<file path="src/rtl/spi_slave.sv">
// SPI mode-0 slave with a one-byte transmit buffer and a single
// receive holding register; all pins are resynchronized into clk.
module spi_slave #(
  parameter logic [7:0] DEFAULT_TX = 8'h00
) (
  input  logic       clk,
  input  logic       rst,
  input  logic       sck,
  input  logic       ss_n,
  input  logic       mosi,
  output logic       miso,
  output logic       miso_oe,
  input  logic [7:0] tx_data,
  input  logic       tx_valid,
  output logic       tx_ready,
  output logic [7:0] rx_data,
  output logic       rx_valid,
  input  logic       rx_ready,
  output logic       busy,
  output logic       overrun,
  output logic       underrun
);

  typedef enum logic {
    IDLE,
    ACTIVE
  } state_t;

  state_t state_q;
  state_t state_d;

  logic [2:0] sck_q;
  logic [2:0] ss_q;
  logic [1:0] mosi_q;

  logic [2:0] bit_cnt;
  logic [7:0] rx_shift;
  logic [7:0] tx_shift;
  logic [7:0] buf_data;
  logic       buf_full;
  logic       reload_q;

  logic sck_rise;
  logic sck_fall;
  logic ss_fall;
  logic ss_rise;
  logic load;
  logic shift_rx;
  logic shift_tx;
  logic done;
  logic abort;

  always_ff @(posedge clk) begin
    if (rst) begin
      sck_q  <= 3'b000;
      ss_q   <= 3'b111;
      mosi_q <= 2'b00;
    end else begin
      sck_q  <= {sck_q[1:0], sck};
      ss_q   <= {ss_q[1:0], ss_n};
      mosi_q <= {mosi_q[0], mosi};
    end
  end

  assign sck_rise = sck_q[1] & ~sck_q[2];
  assign sck_fall = ~sck_q[1] & sck_q[2];
  assign ss_fall  = ~ss_q[1] & ss_q[2];
  assign ss_rise  = ss_q[1] & ~ss_q[2];

  always_ff @(posedge clk) begin
    if (rst) begin
      state_q <= IDLE;
    end else begin
      state_q <= state_d;
    end
  end

  // Deselect takes priority over any sck edge seen in the same cycle.
  always_comb begin
    state_d  = state_q;
    load     = 1'b0;
    shift_rx = 1'b0;
    shift_tx = 1'b0;
    done     = 1'b0;
    abort    = 1'b0;
    unique case (state_q)
      IDLE: begin
        if (ss_fall) begin
          state_d = ACTIVE;
          load    = 1'b1;
        end
      end
      ACTIVE: begin
        if (ss_rise) begin
          state_d = IDLE;
          abort   = 1'b1;
        end else begin
          if (sck_rise) begin
            shift_rx = 1'b1;
            done     = (bit_cnt == 3'd7);
          end
          if (sck_fall) begin
            if (reload_q) begin
              load = 1'b1;
            end else begin
              shift_tx = 1'b1;
            end
          end
        end
      end
    endcase
  end

  always_ff @(posedge clk) begin
    if (rst) begin
      bit_cnt  <= 3'd0;
      rx_shift <= 8'h00;
      tx_shift <= 8'h00;
      reload_q <= 1'b0;
      underrun <= 1'b0;
    end else begin
      underrun <= 1'b0;
      if (abort) begin
        bit_cnt  <= 3'd0;
        reload_q <= 1'b0;
      end
      if (shift_rx) begin
        rx_shift <= {rx_shift[6:0], mosi_q[1]};
        bit_cnt  <= bit_cnt + 3'd1;
      end
      if (done) begin
        reload_q <= 1'b1;
      end
      if (load) begin
        reload_q <= 1'b0;
        tx_shift <= buf_full ? buf_data : DEFAULT_TX;
        underrun <= ~buf_full;
      end else if (shift_tx) begin
        tx_shift <= {tx_shift[6:0], 1'b0};
      end
    end
  end

  // A load sees the old buffer; a same-cycle write refills it.
  always_ff @(posedge clk) begin
    if (rst) begin
      buf_full <= 1'b0;
      buf_data <= 8'h00;
    end else begin
      if (load && buf_full) begin
        buf_full <= 1'b0;
      end
      if (tx_valid && !buf_full) begin
        buf_full <= 1'b1;
        buf_data <= tx_data;
      end
    end
  end

  always_ff @(posedge clk) begin
    if (rst) begin
      rx_data  <= 8'h00;
      rx_valid <= 1'b0;
      overrun  <= 1'b0;
    end else begin
      overrun <= 1'b0;
      if (done) begin
        rx_data  <= {rx_shift[6:0], mosi_q[1]};
        rx_valid <= 1'b1;
        overrun  <= rx_valid & ~rx_ready;
      end else if (rx_valid && rx_ready) begin
        rx_valid <= 1'b0;
      end
    end
  end

  assign busy     = (state_q == ACTIVE);
  assign miso_oe  = busy;
  assign miso     = busy & tx_shift[7];
  assign tx_ready = ~buf_full;

endmodule

</file>
<file path="config.mk">
export PLATFORM = sky130hd
export DESIGN_NAME = spi_slave
export DESIGN_NICKNAME = d
export VERILOG_FILES = /design/src/rtl/spi_slave.sv
export SDC_FILE = /design/constraint.sdc
export NUM_CORES = 1
export LEC_CHECK = 0
export BUFFER_PORTS_ARGS = -buffer_cell sky130_fd_sc_hd__buf_2
export CAP_MARGIN = 10
export CORE_MARGIN = 2
export CORE_UTILIZATION = 49
export CTS_CLUSTER_SIZE = 8
export DETAILED_ROUTE_END_ITERATION = 8
export GPL_TIMING_DRIVEN = 0
export PLACE_DENSITY_LB_ADDON = 0.08
export SLEW_MARGIN = 10
export SYNTH_ARGS = -nofsm -noshare
export SYNTH_HDL_FRONTEND = slang
export SYNTH_SLANG_ARGS = --single-unit
</file>
<file path="constraint.sdc">
create_clock -name clk -period 1.65 [get_ports clk]
set_clock_uncertainty 0.1 [all_clocks]
set_input_delay 0.33 -clock clk [delete_from_list [all_inputs] [get_ports clk]]
set_output_delay 0.33 -clock clk [all_outputs]
set_load 0.05 [all_outputs]
</file>
==> metrics <==
area of the mapped netlist=1820 um^2; Hold Path Cell Cnt=2; Port Buf Inserts=29; Yosys reg bits=48; top cells by area, synth=dfxtp_1 (53%), a21oi_1 (9.9%), nand2_1 (9.1%), nand3_1 (3.0%), nor2b_1 (2.7%); Net Count, Synth=230; static leakage=0.838 nW; Critical Path AT=1.68 ns; Core Box Area=3610 um^2; Nets=264; htree depth=2; Synth Warn #=0; PwrDens=989 nW/um^2; GRT overflow=0; r2r endpoint=tx_shift[0]$_SDFFE_PP0P_; max-slew violation count=0; TritonCTS Buffers=5; Detailed Route WL=3.51 mm; clk root buf=clkbuf_8; FF-to-FF path depth=5; DRC viols=0; largest area contributor in the netlist=dfxtp_1; DR iter-0 viols=66; clk buf depth=2; Hold Path Origin=ss_n; reg-to-reg startpoint=reload_q$_SDFFE_PP0P_; Placed Instances=290; initial antenna violation count=0; post-synth cell types=30; Routability Congestion=0.692; largest net degree at the start of global routing=16; instance count of the mapped netlist=213; share of the synthesized area in the top cell type=52.7%; fin cells=296; hold crit path type=primary input to flop; Synth-to-Final Area Change=18.7%; max-cap viol count=0; most frequent cells in the layout=dfxtp_1 (47), nand2_1 (44), a21oi_1 (33), buf_2 (31), nand3_1 (11); worst skew pair latency=0.30 ns; Pre-Repair DR Iteration Count=4; slew margin rel.=61.4%; clock transition at the registers of the reported paths=0.08 ns; post-synthesis sequential area ratio=52.7%; TritonCTS clock tree=built; Die Span Y=65.0 um; hold path endpoint=ss_q[0]$_SDFF_PP1_; worst ir drop on vdd=0.735 mV; status=finished clean; Slew @ Worst Pin=0.579 ns; CP Launch Type=flop; slack of the worst reg-to-reg path=0.09 ns; total clock sinks=48; CP Capture Type=flop; Starting Density=50.5%; Syn Area/Cell=8.55 um^2; Final Hold Viols=0; Worst Setup Slack, final=0.0862 ns; CP Max Fanout=10; antenna viol nets, final=0; commonest non-fill, non-tap cell in the layout=dfxtp_1; num rows=22; via count=1,479; Period minus WS final=1.56 ns; vias in the first global route=1,301; CP Class=flop to flop; endpoints failing setup=0; Post-Place Setup Slack=-0.250 ns; RSZ-0062 raised after global routing=no; Area after DPL=2030 um^2; crit share post-route=94.8%; Die X=65.0 um; detailed placement HPWL=2.42 mm; n_diodes=0; layout cells sized above 1=23.4%; gr usage total=18.0%; WP data required=1.76 ns; drt via density=5.00; # IOs=30; routed length per instance=11.9 um; die area=4220 um^2; fin area=2160 um^2; fmax=639 MHz; first-pass GRT wire length=5.71 mm; overall power=2.14 mW
-- synthesized netlist by cell type (all sizes together) --
cell and n:
nor3 9, clkbuf 10, inv 3, and2 1, or2 3, or3b 1
ha 2, nor4 7, a21oi 36, and3 1, or2b 1, nand3 11
and2b 1, nand4 1, buf 6, o32ai 1, nor2b 8, nand3b 1
o31ai 1, o41a 1, nor2 10, nand2b 4, dfxtp 48, nand2 44
mux2 1, or3 1
-- layout make-up --
type	count	area [um^2]
fill	341	1440
sequential	48	965
multi-input combinational	146	793
timing repair buffer	30	156
clock buffer	6	93.8
buffer	13	70.1
tap	48	60.1
clock inverter	2	12.5
inverter	3	11.3
-- per-layer routing --
layer | up-vias | global-route usage (%) | routed length, um
li1 | 779 | - | -
met1 | 666 | 20.8 | 1630
met2 | 29 | 30.8 | 1690
met3 | 5 | 6.25 | 147
met4 | 0 | 5.85 | 45
met5 | - | 0 | 0
-- sequential cells by signal, indices dropped and copies added (netlist names) --
name and flops:
bit_cnt 3, buf_data 8, buf_full 1, busy 1, mosi_q 2, overrun 1, reload_q 1, rx_data 8
rx_shift 7, rx_valid 1, sck_q 3, ss_q 3, tx_shift 8, underrun 1
-- worst max-delay path by stage --
stage / cells after the start / start / slack, ns / to
3_5_place_dp: 7 / bit_cnt[0]$_SDFFE_PP0P_ / -0.25 / rx_data[1]$_SDFFE_PP0P_
6_report: 5 / reload_q$_SDFFE_PP0P_ / 0.09 / tx_shift[0]$_SDFFE_PP0P_
2_1_floorplan: 5 / busy$_SDFF_PP0_ / 0.04 / tx_shift[0]$_SDFFE_PP0P_
4_1_cts: 6 / busy$_SDFF_PP0_ / 0.03 / tx_shift[1]$_SDFFE_PP0P_
5_1_grt: 6 / bit_cnt[0]$_SDFFE_PP0P_ / 0.01 / rx_data[2]$_SDFFE_PP0P_
3_3_place_gp: 7 / bit_cnt[0]$_SDFFE_PP0P_ / -0.22 / rx_data[5]$_SDFFE_PP0P_
-- power by group --
part	internal, mW	switching (mW)	total, mW
Sequential	1.19	0.0200	1.21
Clock	0.387	0.382	0.770
Combinational	0.0606	0.0983	0.159
Total	1.64	0.501	2.14
-- critical path, stage by stage, from the launching register on --
cell,delay [ns]
dfxtp_1,0.31
clkbuf_4,0.18
inv_1,0.05
o41a_1,0.43
buf_6,0.16
o32ai_2,0.24
-- logic make-up (layout without fill, tap and decap cells) --
logic type      after synthesis  in the layout  synth area share, %
buf+inv                      19             54                 5.15
simple gates                104            104                 27.5
mux                           1              1                0.618
compound gates               39             39                 12.6
flops                        48             48                 52.7
fa+ha+maj                     2              2                 1.37
-- stage by stage --
stage	utilization, %	hold slack, ns	TNS, ns
finish	60.0	0.112	0
global route	60.0	0.109	0
CTS	59.3	0.100	0
detailed placement	56.3	0.302	-2.22
global placement	56.3	0.293	-1.99
floorplan	-	0.289	0
-- timing repair --
item,CTS,global route
buffers inserted,0,1
endpoints found under the hold margin,0,0
hold buffers,0,0
setup endpoints to repair,10,26
resized for setup,2,10
pin swaps,0,3
No activity file was read; power rests on OpenSTA's default activity.
